`config.mk`:
```
export PLATFORM = sky130hd
export DESIGN_NAME = bft_leaf_endpoint
export DESIGN_NICKNAME = d
export VERILOG_FILES = /design/src/rtl/bft_leaf_endpoint.sv
export SDC_FILE = /design/constraint.sdc
export NUM_CORES = 1
export LEC_CHECK = 0
export ABC_AREA = 1
export BUFFER_PORTS_ARGS = -buffer_cell sky130_fd_sc_hd__buf_2
export CORE_MARGIN = 10
export CORE_UTILIZATION = 52
export CTS_CLUSTER_DIAMETER = 120
export DETAILED_ROUTE_END_ITERATION = 10
export PLACE_DENSITY = 0.77
export SETUP_SLACK_MARGIN = 0.15
export SLEW_MARGIN = 20
export SYNTH_ARGS = -nofsm -noshare
export SYNTH_HDL_FRONTEND = slang
export SYNTH_SLANG_ARGS = --single-unit
```
`constraint.sdc`:
```
create_clock -name clk -period 1.5 [get_ports clk]
set_clock_uncertainty 0.1 [all_clocks]
set_input_delay 0.225 -clock clk [delete_from_list [all_inputs] [get_ports clk]]
set_output_delay 0.225 -clock clk [all_outputs]
set_load 0.01 [all_outputs]
```
`src/rtl/bft_leaf_endpoint.sv`:
```
// Leaf endpoint of the BFT packet bus: a TX FIFO feeds a rate-limited injection FSM,
// and an RX address filter feeds an RX FIFO with drop and misroute counters.
module bft_leaf_endpoint #(
    parameter  int num_leaves = 2,
    parameter  int payload_sz = 1,
    parameter  int addr       = 0,
    parameter  int fifo_depth = 4,
    parameter  int inject_gap = 0,
    localparam int DEST_W     = $clog2(num_leaves),
    localparam int p_sz       = 1 + DEST_W + payload_sz
) (
    input  logic                  clk,
    input  logic                  reset,
    output logic [p_sz-1:0]       bus_o,
    input  logic [p_sz-1:0]       bus_i,
    input  logic                  tx_valid,
    output logic                  tx_ready,
    input  logic [DEST_W-1:0]     tx_dest,
    input  logic [payload_sz-1:0] tx_payload,
    output logic                  rx_valid,
    input  logic                  rx_ready,
    output logic [payload_sz-1:0] rx_payload,
    output logic [15:0]           drop_cnt,
    output logic [15:0]           misroute_cnt
);

    localparam int PTR_W = $clog2(fifo_depth);
    localparam int TX_W  = DEST_W + payload_sz;
    localparam int GAP_W = (inject_gap > 1) ? $clog2(inject_gap) : 1;

    typedef enum logic [1:0] {ST_IDLE, ST_SEND, ST_GAP} state_t;

    function automatic logic [15:0] sat_inc(input logic [15:0] v);
        return (v == 16'hFFFF) ? v : v + 16'd1;
    endfunction

    logic [TX_W-1:0]       r_tx_mem [fifo_depth];
    logic [PTR_W:0]        r_tx_wr, r_tx_rd;
    logic [payload_sz-1:0] r_rx_mem [fifo_depth];
    logic [PTR_W:0]        r_rx_wr, r_rx_rd;
    logic [p_sz-1:0]       r_bus;
    state_t                r_state;
    logic [GAP_W-1:0]      r_gap_cnt;
    logic [15:0]           r_drop_cnt, r_mis_cnt;

    logic                  w_tx_empty, w_tx_full, w_tx_push, w_tx_pop, w_launch;
    state_t                w_state_nxt;
    logic [GAP_W-1:0]      w_gap_nxt;
    logic [p_sz-1:0]       w_bus_nxt;
    logic                  w_rx_vld, w_rx_hit, w_rx_empty, w_rx_full;
    logic                  w_rx_push, w_rx_pop, w_rx_drop, w_rx_mis;
    logic [DEST_W-1:0]     w_rx_dest;

    // Full/empty from an extra wrap bit on each pointer.
    assign w_tx_empty = (r_tx_wr == r_tx_rd);
    assign w_tx_full  = (r_tx_wr[PTR_W] != r_tx_rd[PTR_W]) &&
                        (r_tx_wr[PTR_W-1:0] == r_tx_rd[PTR_W-1:0]);
    assign tx_ready   = reset & ~w_tx_full;
    assign w_tx_push  = tx_valid & tx_ready;

    always_ff @(posedge clk) begin
        if (w_tx_push) r_tx_mem[r_tx_wr[PTR_W-1:0]] <= {tx_dest, tx_payload};
    end

    always_comb begin
        w_state_nxt = r_state;
        w_gap_nxt   = r_gap_cnt;
        w_bus_nxt   = '0;
        w_tx_pop    = 1'b0;
        w_launch    = 1'b0;
        case (r_state)
            ST_IDLE: w_launch = ~w_tx_empty;
            ST_SEND: begin
                if (inject_gap == 0) begin
                    w_launch    = ~w_tx_empty;
                    w_state_nxt = ST_IDLE;
                end else begin
                    w_gap_nxt   = GAP_W'(inject_gap - 1);
                    w_state_nxt = ST_GAP;
                end
            end
            ST_GAP: begin
                // Last idle cycle may launch directly so the gap is exactly inject_gap cycles.
                if (r_gap_cnt == '0) begin
                    w_launch    = ~w_tx_empty;
                    w_state_nxt = ST_IDLE;
                end else begin
                    w_gap_nxt = r_gap_cnt - 1'b1;
                end
            end
            default: w_state_nxt = ST_IDLE;
        endcase
        if (w_launch) begin
            w_tx_pop    = 1'b1;
            w_bus_nxt   = {1'b1, r_tx_mem[r_tx_rd[PTR_W-1:0]]};
            w_state_nxt = ST_SEND;
        end
    end

    always_ff @(posedge clk or negedge reset) begin
        if (!reset) begin
            r_tx_wr   <= '0;
            r_tx_rd   <= '0;
            r_state   <= ST_IDLE;
            r_gap_cnt <= '0;
            r_bus     <= '0;
        end else begin
            if (w_tx_push) r_tx_wr <= r_tx_wr + 1'b1;
            if (w_tx_pop)  r_tx_rd <= r_tx_rd + 1'b1;
            r_state   <= w_state_nxt;
            r_gap_cnt <= w_gap_nxt;
            r_bus     <= w_bus_nxt;
        end
    end

    assign bus_o = r_bus;

    assign w_rx_vld   = bus_i[p_sz-1];
    assign w_rx_dest  = bus_i[p_sz-2 -: DEST_W];
    assign w_rx_hit   = w_rx_vld && (w_rx_dest == DEST_W'(addr));
    assign w_rx_mis   = w_rx_vld && (w_rx_dest != DEST_W'(addr));
    assign w_rx_empty = (r_rx_wr == r_rx_rd);
    assign w_rx_full  = (r_rx_wr[PTR_W] != r_rx_rd[PTR_W]) &&
                        (r_rx_wr[PTR_W-1:0] == r_rx_rd[PTR_W-1:0]);
    assign rx_valid   = ~w_rx_empty;
    assign w_rx_pop   = rx_valid & rx_ready;
    // A pop in the same cycle frees the slot the push lands in.
    assign w_rx_push  = w_rx_hit & (~w_rx_full | w_rx_pop);
    assign w_rx_drop  = w_rx_hit & w_rx_full & ~w_rx_pop;
    assign rx_payload = r_rx_mem[r_rx_rd[PTR_W-1:0]];

    always_ff @(posedge clk) begin
        if (w_rx_push) r_rx_mem[r_rx_wr[PTR_W-1:0]] <= bus_i[payload_sz-1:0];
    end

    always_ff @(posedge clk or negedge reset) begin
        if (!reset) begin
            r_rx_wr    <= '0;
            r_rx_rd    <= '0;
            r_drop_cnt <= '0;
            r_mis_cnt  <= '0;
        end else begin
            if (w_rx_push) r_rx_wr <= r_rx_wr + 1'b1;
            if (w_rx_pop)  r_rx_rd <= r_rx_rd + 1'b1;
            if (w_rx_drop) r_drop_cnt <= sat_inc(r_drop_cnt);
            if (w_rx_mis)  r_mis_cnt  <= sat_inc(r_mis_cnt);
        end
    end

    assign drop_cnt     = r_drop_cnt;
    assign misroute_cnt = r_mis_cnt;

endmodule
```
==> metrics.txt <==
# TYPE chip_impl_metric gauge
chip_impl_info{name="outcome",value="finished, violations left"} 1
chip_impl_info{name="failed_checks",value="setup timing"} 1
chip_impl_metric{name="antenna_cells",unit=""} 0
chip_impl_metric{name="synth_xor_area_share",unit="%"} 6.25
chip_impl_metric{name="layout.cells.non_filler",unit=""} 687
chip_impl_metric{name="synth-compound-area-share",unit="%"} 4.28
chip_impl_metric{name="max_slew.worst_pin.slew",unit="ps"} 527
chip_impl_metric{name="regArea",unit="sq um"} 1560
chip_impl_metric{name="hpwlAfterDp",unit="microns"} 6110
chip_impl_metric{name="detail_route.iter0.violations",unit=""} 284
chip_impl_metric{name="antenna_found_initial",unit=""} 0
chip_impl_metric{name="achievable-frequency",unit="GHz"} 0.570
chip_impl_metric{name="core.rowCount",unit=""} 29
chip_impl_metric{name="drv.max_cap_violation_count",unit=""} 0
chip_impl_metric{name="register_bit_total_from_synthesis",unit=""} 59
chip_impl_metric{name="numPlacedInstances",unit=""} 601
chip_impl_metric{name="initial_utilization",unit="%"} 54.3
chip_impl_info{name="crit_top_cell",value="sky130_fd_sc_hd__buf_4"} 1
chip_impl_metric{name="area_growth_syn_to_layout",unit="%"} 62.7
chip_impl_info{name="most_frequent_cell_after_synthesis",value="sky130_fd_sc_hd__nand2_1"} 1
chip_impl_metric{name="clk_pin_slew_worst_paths",unit="ps"} 80
chip_impl_metric{name="post_synth_inst_count",unit=""} 438
chip_impl_metric{name="yosys.area_share.simple",unit="%"} 34.6
chip_impl_metric{name="critical_path_buf_inv_count",unit=""} 3
chip_impl_info{name="timing.critical_path.cells",value="buf_4, buf_4, o21ai_2, o22ai_1, buf_2"} 1
chip_impl_metric{name="first_global_vias",unit=""} 3724
chip_impl_info{name="synth.largest_area_cell",value="sky130_fd_sc_hd__dfrtp_1"} 1
chip_impl_metric{name="globalRouteOverflowTotal",unit=""} 0
chip_impl_metric{name="timing_hold_violations_final",unit=""} 0
chip_impl_metric{name="cts.sinks",unit=""} 59
chip_impl_metric{name="routed_wl",unit="microns"} 13100
chip_impl_metric{name="core_area",unit="sq um"} 6460
chip_impl_info{name="kind_of_start_point_of_the_critical_path",value="flip-flop"} 1
chip_impl_info{name="timing.critical_path.slowest_stage_cell",value="sky130_fd_sc_hd__dfrtp_2"} 1
chip_impl_metric{name="vdd_ir_drop_max",unit="mV"} 1.06
chip_impl_metric{name="synth_mux_area_share",unit="%"} 0
chip_impl_metric{name="insertion_delay",unit="ps"} 360
chip_impl_metric{name="remaining_drc_errors",unit=""} 0
chip_impl_info{name="ys_top_cells_by_count",value="150 x sky130_fd_sc_hd__nand2_1, 47 x sky130_fd_sc_hd__dfrtp_1, 43 x sky130_fd_sc_hd__nor2_1, 40 x sky130_fd_sc_hd__inv_1, 24 x sky130_fd_sc_hd__nand3_1"} 1
chip_impl_metric{name="cp.required",unit="ps"} 1170
chip_impl_metric{name="worst_slew_margin_rel",unit="%"} 64.8
chip_impl_info{name="rsz_0062_raised_after_global_routing",value="true"} 1
chip_impl_metric{name="synth.net_count",unit=""} 459
chip_impl_metric{name="io_pins",unit=""} 47
chip_impl_metric{name="mappedNetlistArea",unit="sq um"} 3500
chip_impl_info{name="cts.root.buffer_cell",value="sky130_fd_sc_hd__clkbuf_8"} 1
chip_impl_metric{name="syn_area_per_cell",unit="sq um"} 8.00
chip_impl_info{name="ys_top_cells_by_area",value="sky130_fd_sc_hd__dfrtp_1 34%, sky130_fd_sc_hd__nand2_1 16%, sky130_fd_sc_hd__edfxtp_1 10%"} 1
chip_impl_metric{name="synth_top_area_share",unit="%"} 33.6
chip_impl_metric{name="die_area",unit="sq um"} 10400
chip_impl_metric{name="yosys_warnings",unit=""} 0
chip_impl_metric{name="critical_path_peak_fanout",unit=""} 5
chip_impl_metric{name="synth_async_sr_flop_share",unit="%"} 79.7
chip_impl_info{name="combinational_family_with_the_most_area_after_synthesis",value="simple AND/OR/NAND/NOR gates"} 1
chip_impl_metric{name="firstDrtPassIters",unit=""} 5
chip_impl_metric{name="viasPerCell",unit=""} 5.60
chip_impl_metric{name="pre_cts_ws",unit="ps"} -128
chip_impl_metric{name="global_route.usage.total",unit="%"} 21.7
chip_impl_info{name="worst_min_delay_path_category",value="primary input to flip-flop"} 1
chip_impl_metric{name="cts-htree-levels",unit=""} 3
chip_impl_metric{name="synth-seq-area-share",unit="%"} 43.8
chip_impl_metric{name="final_period_minus_worst_setup_slack",unit="ps"} 1760
chip_impl_metric{name="die_span_in_y",unit="microns"} 102
chip_impl_metric{name="grt_pass1_wl",unit="microns"} 17700
chip_impl_info{name="crit_family",value="flip-flops"} 1
chip_impl_metric{name="final_layout_size_suffix_gt1_share",unit="%"} 52.0
chip_impl_metric{name="total_power",unit="W"} 0.00900
chip_impl_metric{name="num_vias",unit=""} 3844
chip_impl_info{name="cts_tree",value="yes"} 1
chip_impl_metric{name="finalWorstSetupSlack",unit="ps"} -256
chip_impl_metric{name="place.gp.congestion",unit=""} 0.916
chip_impl_metric{name="antenna_left",unit=""} 0
chip_impl_metric{name="finalCritPeriodShare",unit="%"} 117
chip_impl_metric{name="place.port_buffers",unit=""} 46
chip_impl_metric{name="fill_cells",unit=""} 280
chip_impl_metric{name="slew_limit_fails",unit=""} 0
chip_impl_metric{name="final_nets",unit=""} 626
chip_impl_metric{name="power.leakage",unit="nW"} 2.73
chip_impl_info{name="worstSetupPathType",value="flip-flop to output pin"} 1
chip_impl_info{name="synth_ff_type",value="sky130_fd_sc_hd__dfrtp_1"} 1
chip_impl_metric{name="post_synth_edffs",unit=""} 12
chip_impl_metric{name="post_synth_fa_ha_maj_area_fraction",unit="%"} 4.28
chip_impl_metric{name="wl_per_cell",unit="microns"} 19.1
chip_impl_metric{name="number_of_setup_violations_in_the_final_report",unit=""} 54
chip_impl_metric{name="chipWidth",unit="microns"} 102
chip_impl_metric{name="cts_max_path_buffers",unit=""} 2
chip_impl_metric{name="cts-buffers-inserted",unit=""} 9
chip_impl_info{name="setup.worst_path.end_class",value="output pin"} 1
chip_impl_metric{name="p_per_area",unit="nW/um^2"} 1580
chip_impl_metric{name="timing.critical_path.arrival",unit="ps"} 1430
chip_impl_metric{name="post_synthesis_cell_type_count",unit=""} 25
chip_impl_metric{name="timing.critical_path.slowest_cell_delay",unit="ps"} 450
chip_impl_metric{name="grt_max_degree",unit=""} 39
chip_impl_metric{name="multi_input_comb_area",unit="sq um"} 2260
## cell usage in the layout, fill, tap and decap left out, types with 3 or more instances in the layout
master / instances
sky130_fd_sc_hd__nor2_4: 17
sky130_fd_sc_hd__dfrtp_2: 15
sky130_fd_sc_hd__nand2_4: 9
sky130_fd_sc_hd__buf_12: 3
sky130_fd_sc_hd__nand3_1: 12
sky130_fd_sc_hd__xor2_1: 13
sky130_fd_sc_hd__edfxtp_1: 12
sky130_fd_sc_hd__o21ai_1: 9
sky130_fd_sc_hd__nor2_2: 9
sky130_fd_sc_hd__xor2_2: 3
sky130_fd_sc_hd__clkbuf_8: 9
sky130_fd_sc_hd__buf_4: 67
sky130_fd_sc_hd__dlygate4sd3_1: 4
sky130_fd_sc_hd__buf_2: 25
sky130_fd_sc_hd__nand3_4: 6
sky130_fd_sc_hd__inv_2: 7
sky130_fd_sc_hd__nand2_2: 50
sky130_fd_sc_hd__buf_6: 58
sky130_fd_sc_hd__o21ai_0: 4
sky130_fd_sc_hd__nand2_8: 6
sky130_fd_sc_hd__inv_1: 38
sky130_fd_sc_hd__nand4_1: 11
sky130_fd_sc_hd__nand2_1: 110
sky130_fd_sc_hd__nor2_1: 25
sky130_fd_sc_hd__o22ai_1: 3
sky130_fd_sc_hd__nand3_2: 12
sky130_fd_sc_hd__xnor2_1: 6
sky130_fd_sc_hd__o21ai_2: 7
sky130_fd_sc_hd__dfrtp_1: 32
sky130_fd_sc_hd__ha_1: 10
## where the power goes
group          switching, W  internal, W
Sequential         0.000437      0.00203
Clock              0.000703     0.000928
Combinational       0.00242      0.00248
## per-layer routing
layer	vias to the layer above	part of all wire [%]	global-route usage, %
met5	-	0	0
met2	199	51	37.2
li1	1729	-	-
met3	68	6.0	4.93
met4	0	5.0	12.0
met1	1848	38	24.4
## sequential cells by signal (all words and copies together), names as in the netlist
register,count
r_tx_rd,3
bus_o,3
r_tx_mem,8
r_tx_wr,3
r_rx_rd,3
r_rx_wr,3
drop_cnt,16
misroute_cnt,16
r_rx_mem,4
## worst min-delay path, stage by stage
cell and delay, ps:
sky130_fd_sc_hd__buf_2 130, sky130_fd_sc_hd__nand4_1 100, sky130_fd_sc_hd__nand2_1 50
## cells by family (layout without fill, tap and decap cells)
logic type                 after synthesis  count (layout)
AOI/OAI and AO/OA                       24              24
xor gates and xnor gates                25              25
adders and majority gates               12              12
buffers and inverters                   53             221
DFF                                     59              59
and+or+nand+nor                        265             269
## per-stage QoR
step	hold slack, ps	instance area (sq um)	util, %	setup TNS (ps)
final	86.4	5700	88.3	-5130
after global routing	107	5700	88.3	-8360
after CTS	78.0	5210	80.6	-3040
after detailed placement	183	4210	65.2	-1430
after global placement	187	4210	65.2	-500
after floorplan	-171	3610	-	-179
## area by class of cell
class	instances	area share [%]
clock buffers	9	2.17
flip-flops and latches	59	27.3
well taps	77	1.69
multi-input cells	330	39.6
inverters	47	3.14
clock inverters	7	1.62
repair buffers	158	24.5
## what timing repair did
action                                  4_1_cts  5_1_grt
endpoints found under the setup margin       64       83
resized for setup                           101       84
buffers inserted                             34       27
pin swaps                                    42       30
gates cloned                                  5        0
hold buffers                                  4        0
endpoints found under the hold margin        56        0
## final timing paths
check | cells after the start | slack, ps | end | from
max | 5 | -260 | rx_payload | r_rx_rd[0]
min | 3 | 90 | r_tx_wr[0] | tx_valid
max reg2reg | 11 | -240 | drop_cnt[1] | r_rx_rd[0]
min reg2reg | 2 | 480 | drop_cnt[15] | drop_cnt[15]
max in group asynchronous | 3 | 260 | misroute_cnt[2] | reset
min in group asynchronous | 3 | 490 | r_tx_wr[2] | reset
(Power assumes the default switching activity.)
